[src/rtl/pipe_cla_adder.sv]
// Two-stage pipelined carry-lookahead adder/subtractor, valid/ready handshake.
// Optional saturation on signed overflow: define PIPE_CLA_ADDER_SAT_EN.
module pipe_cla_adder #(
    parameter int WIDTH = 32,
    parameter int GROUP = 4
) (
    input  logic             clk,
    input  logic             rst_n,
    input  logic             in_valid,
    output logic             in_ready,
    input  logic [WIDTH-1:0] in_a,
    input  logic [WIDTH-1:0] in_b,
    input  logic             in_sub,
    input  logic             in_cin,
    output logic             out_valid,
    input  logic             out_ready,
    output logic [WIDTH-1:0] out_sum,
    output logic             out_cout,
    output logic             out_ovf,
    output logic             out_zero
);

    localparam int NG  = WIDTH / GROUP;
    localparam int MSB = WIDTH - 1;

    logic             s1_valid;
    logic             s1_adv;
    logic [WIDTH-1:0] s1_a;
    logic [WIDTH-1:0] s1_beff;
    logic             s1_cin;
    logic [NG-1:0]    s1_gg;
    logic [NG-1:0]    s1_pg;

    logic [WIDTH-1:0] beff;
    logic             cin_eff;
    logic [WIDTH-1:0] g;
    logic [WIDTH-1:0] p;
    logic [NG-1:0]    gg;
    logic [NG-1:0]    pg;

    logic [WIDTH-1:0] g2;
    logic [WIDTH-1:0] p2;
    logic [NG:0]      cg;
    logic             cc;
    logic [WIDTH-1:0] sum;
    logic [WIDTH-1:0] res;
    logic             ovf;

    assign s1_adv   = !out_valid || out_ready;
    assign in_ready = !s1_valid || s1_adv;

    always_comb begin
        beff    = in_sub ? ~in_b : in_b;
        cin_eff = in_sub | in_cin;
        g       = in_a & beff;
        p       = in_a ^ beff;
    end

    // Group generate/propagate, folded from the low bit upward.
    always_comb begin
        gg = '0;
        pg = '1;
        for (int k = 0; k < NG; k++) begin
            for (int j = 0; j < GROUP; j++) begin
                gg[k] = g[k*GROUP+j] | (p[k*GROUP+j] & gg[k]);
                pg[k] = pg[k] & p[k*GROUP+j];
            end
        end
    end

    always_ff @(posedge clk or negedge rst_n) begin
        if (!rst_n) begin
            s1_valid <= 1'b0;
            s1_a     <= '0;
            s1_beff  <= '0;
            s1_cin   <= 1'b0;
            s1_gg    <= '0;
            s1_pg    <= '0;
        end else if (in_ready) begin
            s1_valid <= in_valid;
            if (in_valid) begin
                s1_a    <= in_a;
                s1_beff <= beff;
                s1_cin  <= cin_eff;
                s1_gg   <= gg;
                s1_pg   <= pg;
            end
        end
    end

    always_comb begin
        g2    = s1_a & s1_beff;
        p2    = s1_a ^ s1_beff;
        cg    = '0;
        cg[0] = s1_cin;
        for (int k = 0; k < NG; k++) begin
            cg[k+1] = s1_gg[k] | (s1_pg[k] & cg[k]);
        end
    end

    // Ripple inside each group, seeded by the lookahead group carry.
    always_comb begin
        sum = '0;
        cc  = 1'b0;
        for (int k = 0; k < NG; k++) begin
            cc = cg[k];
            for (int j = 0; j < GROUP; j++) begin
                sum[k*GROUP+j] = p2[k*GROUP+j] ^ cc;
                cc = g2[k*GROUP+j] | (p2[k*GROUP+j] & cc);
            end
        end
    end

    always_comb begin
        ovf = (s1_a[MSB] == s1_beff[MSB]) && (sum[MSB] != s1_a[MSB]);
        res = sum;
`ifdef PIPE_CLA_ADDER_SAT_EN
        if (ovf) begin
            res = s1_a[MSB] ? {1'b1, {(WIDTH-1){1'b0}}}
                            : {1'b0, {(WIDTH-1){1'b1}}};
        end
`endif
    end

    always_ff @(posedge clk or negedge rst_n) begin
        if (!rst_n) begin
            out_valid <= 1'b0;
            out_sum   <= '0;
            out_cout  <= 1'b0;
            out_ovf   <= 1'b0;
            out_zero  <= 1'b0;
        end else if (s1_adv) begin
            out_valid <= s1_valid;
            if (s1_valid) begin
                out_sum  <= res;
                out_cout <= cg[NG];
                out_ovf  <= ovf;
                out_zero <= (res == '0);
            end
        end
    end

endmodule

[config.mk]
export PLATFORM = sky130hd
export DESIGN_NAME = pipe_cla_adder
export DESIGN_NICKNAME = d
export VERILOG_FILES = /design/src/rtl/pipe_cla_adder.sv
export SDC_FILE = /design/constraint.sdc
export NUM_CORES = 1
export LEC_CHECK = 0
export BUFFER_PORTS_ARGS = -buffer_cell sky130_fd_sc_hd__buf_2
export CAP_MARGIN = 5
export CORE_MARGIN = 2
export CORE_UTILIZATION = 51
export DETAILED_ROUTE_END_ITERATION = 8
export GPL_TIMING_DRIVEN = 0
export HOLD_SLACK_MARGIN = 0.15
export PLACE_DENSITY = 0.77
export SLEW_MARGIN = 20
export SYNTH_ARGS = -nofsm -noshare
export SYNTH_HDL_FRONTEND = slang
export SYNTH_SLANG_ARGS = --single-unit
[constraint.sdc]
create_clock -name clk -period 3 [get_ports clk]
set_input_delay 0.3 -clock clk [delete_from_list [all_inputs] [get_ports clk]]
set_output_delay 0.3 -clock clk [all_outputs]
set_load 0.02 [all_outputs]
After elaboration in Yosys (flattened, before gate mapping)
Index checks and enable logic that the tools add are counted.
W data, S select, Z words.
- div/mod/pow operators: 0
- add/sub/neg operators: 0
- bitwise logic cells: 174
- reductions and logical operators: 8
- multiply operators: 0
- multiplexer cells: 1
- eq/ne operators: 2
- shifts and indexed selects: 0
- order comparisons: 0
- operators by type and width (cell ; count):
    $and A1 B1 Y1 ; 80
    $xor A32 B32 Y32 ; 2
    $or A1 B1 Y1 ; 57
    $and A32 B32 Y32 ; 1
    $logic_not A32 Y1 ; 1
    $mux W32 ; 1
    $not A32 Y32 ; 1
    $xor A1 B1 Y1 ; 32
    $and A31 B31 Y31 ; 1
    $reduce_and A2 Y1 ; 2
    $logic_not A1 Y1 ; 2
    $logic_or A1 B1 Y1 ; 2
    $eq A1 B1 Y1 ; 1
    $logic_and A1 B1 Y1 ; 1
    $ne A1 B1 Y1 ; 1
- bits in read-only memories: 0
- word-level logic and storage cells: 196
- latch bits: 0
- memory bits (writable): 0
- memories kept: 0
- output and inout port bits: 37
- register bits after elaboration: 118

Depth between registers and ports, before layout
- depth after elaboration: 23
- mapped depth: 13
- mapped depth without buffers: 13

Worst setup path before layout
OpenSTA, ideal clock, no wires.
- kind: register -> register
- start point: register s1_cin
- end point: register out_zero
- period minus slack after synthesis: 3317 ps
- cell stages (with the launch flop): 14
- slack: -317 ps
- data arrival time: 3251 ps
- data required time: 2934 ps
- path through: dfrtp_1 > a21o_1 > a21o_1 > a21o_1 > a21o_1 > a21o_1 > fa_1 > fa_1 > fa_1 > xor2_1 > xnor2_1 > nand4_1 > nor4_1 > a22o_1
- cells in the longest elaborated chain, start to end: 22
- elaborated cells between the ends (all ways): 95
- ends and longest elaborated chain (element ; line ; text):
    start, declared ; 30 ; logic s1_cin;
    start signal, assigned ; 84 ; s1_cin <= cin_eff;
    $and A1 B1 Y1 ; 97 ; cg[k+1] = s1_gg[k] | (s1_pg[k] & cg[k]);
    $or A1 B1 Y1 ; 97 ;
    $and A1 B1 Y1 ; 97 ;
    $or A1 B1 Y1 ; 97 ;
    $and A1 B1 Y1 ; 97 ;
    $or A1 B1 Y1 ; 97 ;
    $and A1 B1 Y1 ; 97 ;
    $or A1 B1 Y1 ; 97 ;
    (+6 left out) ; - ;
    $and A1 B1 Y1 ; 109 ; cc = g2[k*GROUP+j] | (p2[k*GROUP+j] & cc);
    $or A1 B1 Y1 ; 109 ;
    $and A1 B1 Y1 ; 109 ;
    $or A1 B1 Y1 ; 109 ;
    $and A1 B1 Y1 ; 109 ;
    $or A1 B1 Y1 ; 109 ;
    $xor A1 B1 Y1 ; 108 ; sum[k*GROUP+j] = p2[k*GROUP+j] ^ cc;
    $logic_not A32 Y1 * ; 138 ; out_zero <= (res == '0);
    end signal, assigned ; 138 ;
    end, declared ; 20 ; output logic out_zero
Every way passes the cells marked *; elsewhere a longest branch is shown, timed or not.
A chain may end at the register's enable or synchronous reset.

Final worst setup path
- start point: register s1_pg[0]
- end point: register out_zero
- cells in the longest elaborated chain, start to end: 22
- elaborated cells between the ends (all ways): 85
- ends and longest elaborated chain (element ; line ; text):
    start, declared ; 32 ; logic [NG-1:0] s1_pg;
    start signal, assigned ; 86 ; s1_pg <= pg;
    $and A1 B1 Y1 * ; 97 ;
    $or A1 B1 Y1 * ; 97 ;
    $and A1 B1 Y1 ; 97 ;
    $or A1 B1 Y1 ; 97 ;
    $and A1 B1 Y1 ; 97 ;
    $or A1 B1 Y1 ; 97 ;
    $and A1 B1 Y1 ; 97 ;
    $or A1 B1 Y1 ; 97 ;
    (+6 left out) ; - ;
    $and A1 B1 Y1 ; 109 ;
    $or A1 B1 Y1 ; 109 ;
    $and A1 B1 Y1 ; 109 ;
    $or A1 B1 Y1 ; 109 ;
    $and A1 B1 Y1 ; 109 ;
    $or A1 B1 Y1 ; 109 ;
    $xor A1 B1 Y1 ; 108 ;
    $logic_not A32 Y1 * ; 138 ;
Marks and branches as above.

==> results.cfg <==
[run]
maxCapViolations = 0

[setup_path]
path_common_cell = a21o_1
startpoint = s1_pg[0]
crit_arrival_ns = 3.73
crit_chain = a21o_1, a21o_1, a21o_1, a21o_1, a21o_1, fa_2, fa_2, fa_2, xor2_2, xnor2_2, nand4_1, nor4_2, a22o_1
reg2regPathDepth = 13
r2r_setup_slack_ns = -0.39
critical_path.top_delay_family = compound AO/OA/AOI/OAI gates
cp.buffers_inverters = 0
cp_slowest_cell = dfrtp_1
r2r-start = s1_pg[0]
path_class = register to register
required_ns = 3.34
crit_path_end_kind = register
start_kind = register
r2r-end = out_zero
cp_max_fo = 3
critical_path.max_stage_delay_ns = 0.38

[hold_path]
hp-start = in_a[25]
hp-class = primary input to register
min_to = s1_a[25]
hold_depth = 2

[logic_synthesis]
synth_area_per_cell_um2 = 13.3
synthDistinctLibCells = 28
synthCells = 453
synth-seq-cells = 118
seq_area_frac_synth_pct = 49.0
synth_area_mm2 = 0.00603
yosysWarnings = 0
syn_nets = 579

[timing]
min_period_ns = 3.39
fin_ws_ns = -0.385
tightest_slew_ns = 0.544
fmax_mhz = 295
hold_ws_ns = 0.156
finClkSkew_ns = 0.00573
maxSlewViolCount = 0
setup_viol = 2
finalCritPeriodShare_pct = 113
rsz0062_at_grt = true
hold_violations = 0
max-slew-margin-rel_pct = 63.7

[detailed_routing]
drtAntennaViolNets = 0
drc_errors = 0
routed_wl_um = 13600
drt-initial-drc-count = 164
dr_total_vias = 4133
avgRoutedWirePerCell_um = 17.7
via_per_inst = 5.37
first_pass_iters = 4

[power]
p_leak_nw = 3.68
pwr-share-clk_pct = 30.2
power_density_mw_per_mm2 = 796
power.internal_w = 0.00418
combPwrFrac_pct = 33.0
p_switching_w = 0.00204
peakVddDrop_mv = 0.439
power_frac_seq_pct = 36.8
swShare_pct = 32.8

[layout]
nets = 743
n_antenna_cell = 0
finalInstanceArea_mm2 = 0.00782
syn2layout_area_growth_pct = 29.7
post_layout_nonfiller_instances = 770
layout_common_cells = 118 x buf_2, 118 x dfrtp_1, 87 x mux2_1
drive_above_1_share_pct = 29.3
post-route-util_pct = 68.2
fill_cells = 801

[die]
dieWidth_um = 113
die-area_mm2 = 0.0127
die_h_um = 113
start_util_pct = 52.6
rows = 39
coreArea_mm2 = 0.0115
ios = 107

[clock_tree]
path_clk_slew_ns = 0.05
root_buffer = clkbuf_16
cts.sinks = 118
worst_skew_pair.late_latency_ns = 0.41
clockBufferDepth = 2
cts_buffers = 17
cts_tree = yes
h-tree-depth = 4

[placement]
post-dp-hpwl_um = 9960
portBuffers = 105
dp_slack_ns = -0.493
place_congestion = 0.794
dpl.cell_count = 702
dpl_cell_area_mm2 = 0.00678

[grt]
grt_pass1_vias = 4574
grt_use_total_pct = 22.8
antenna_found_initial = 0
grt_pass1_wl_um = 22500
grt_max_degree = 66
grt-ovfl-total = 0

[outcome]
status = finished with violations
violations = setup timing
-- power groups by stage --
stage / Sequential (W) / Combinational (W) / Clock [W]
2_1_floorplan: 0.00254 / 0.000902 / 0
3_3_place_gp: 0.00228 / 0.00180 / 0
3_5_place_dp: 0.00231 / 0.00185 / 0
4_1_cts: 0.00229 / 0.00193 / 0.00191
5_1_grt: 0.00235 / 0.00224 / 0.00200
6_report: 0.00229 / 0.00205 / 0.00188
-- Yosys cell counts --
master	instances	area, um^2
fa_1	24	480
nor4_1	7	43.8
nand2_1	28	105
clkbuf_1	3	11.3
nor3_1	1	5.00
o21a_1	1	7.51
buf_4	1	7.51
a22o_1	1	8.76
or4_1	1	7.51
nor4b_1	1	8.76
a21o_1	22	165
nand2b_1	6	37.5
nand4_1	10	62.6
inv_1	3	11.3
nand3b_1	1	7.51
o21ai_0	7	35.0
nand3_1	1	5.00
xnor2_1	12	105
o31ai_1	1	7.51
nor2_1	4	15.0
mux2_1	88	991
o21ai_1	17	85.1
mux2_2	2	22.5
a21oi_1	11	55.1
xor2_1	36	315
dfrtp_1	118	2950
ha_1	32	400
buf_2	14	70.1
-- layer usage --
metal | wire [um] | up-vias | global-route usage, %
met1 | 5890 | 2083 | 29.2
li1 | - | 1915 | -
met2 | 6850 | 118 | 38.8
met3 | 734 | 17 | 6.37
met5 | 0 | - | 0
met4 | 134 | 0 | 5.85
-- flip-flops by register name, summed over array words and instances, names as in the netlist --
register and flops:
out_sum 32, s1_a 32, s1_beff 32, s1_gg 8, s1_pg 8, out_cout 1
out_ovf 1, out_valid 1, out_zero 1, s1_cin 1, s1_valid 1
-- kinds of logic after synthesis --
kind of cell | Yosys count | synth area share [%]
muxes | 90 | 16.8
and+or+nand+nor | 60 | 4.94
xor gates and xnor gates | 48 | 6.97
adders and majority gates | 56 | 14.6
AOI/OAI and AO/OA | 60 | 6.04
buffers and inverters | 21 | 1.66
DFF | 118 | 49.0
-- how the worst max path moves through the flow --
stage | end | depth (start not counted)
2_1_floorplan | out_zero | 13
3_3_place_gp | out_zero | 12
3_5_place_dp | out_zero | 12
4_1_cts | out_zero | 13
5_1_grt | out_zero | 13
6_report | out_zero | 13
-- per-stage QoR --
stage,TNS (ns),power (W)
after detailed placement,-0.874,0.00416
after global placement,-0.801,0.00408
after global routing,-0.823,0.00659
after CTS,-0.524,0.00612
final,-0.425,0.00623
after floorplan,-0.0824,0.00345
-- area by class of cell --
class | instances | area (um^2) | area share [%]
tap | 143 | 179 | 2.29
clock buffer | 25 | 505 | 6.46
inverter | 3 | 11.3 | 0.144
clock inverter | 4 | 45.0 | 0.576
timing repair buffer | 145 | 935 | 12.0
multi-input combinational | 314 | 3100 | 39.7
sequential | 118 | 2950 | 37.8
buffer | 18 | 88.8 | 1.14
-- repair_timing --
action | in CTS | in global routing
buffers inserted | 4 | 5
cloned | 0 | 0
hold buffers | 28 | 2
hold endpoints to repair | 80 | 2
endpoints found under the setup margin | 5 | 7
pin swaps | 7 | 10
resized for setup | 3 | 26
No activity file was read; power rests on OpenSTA's default activity.
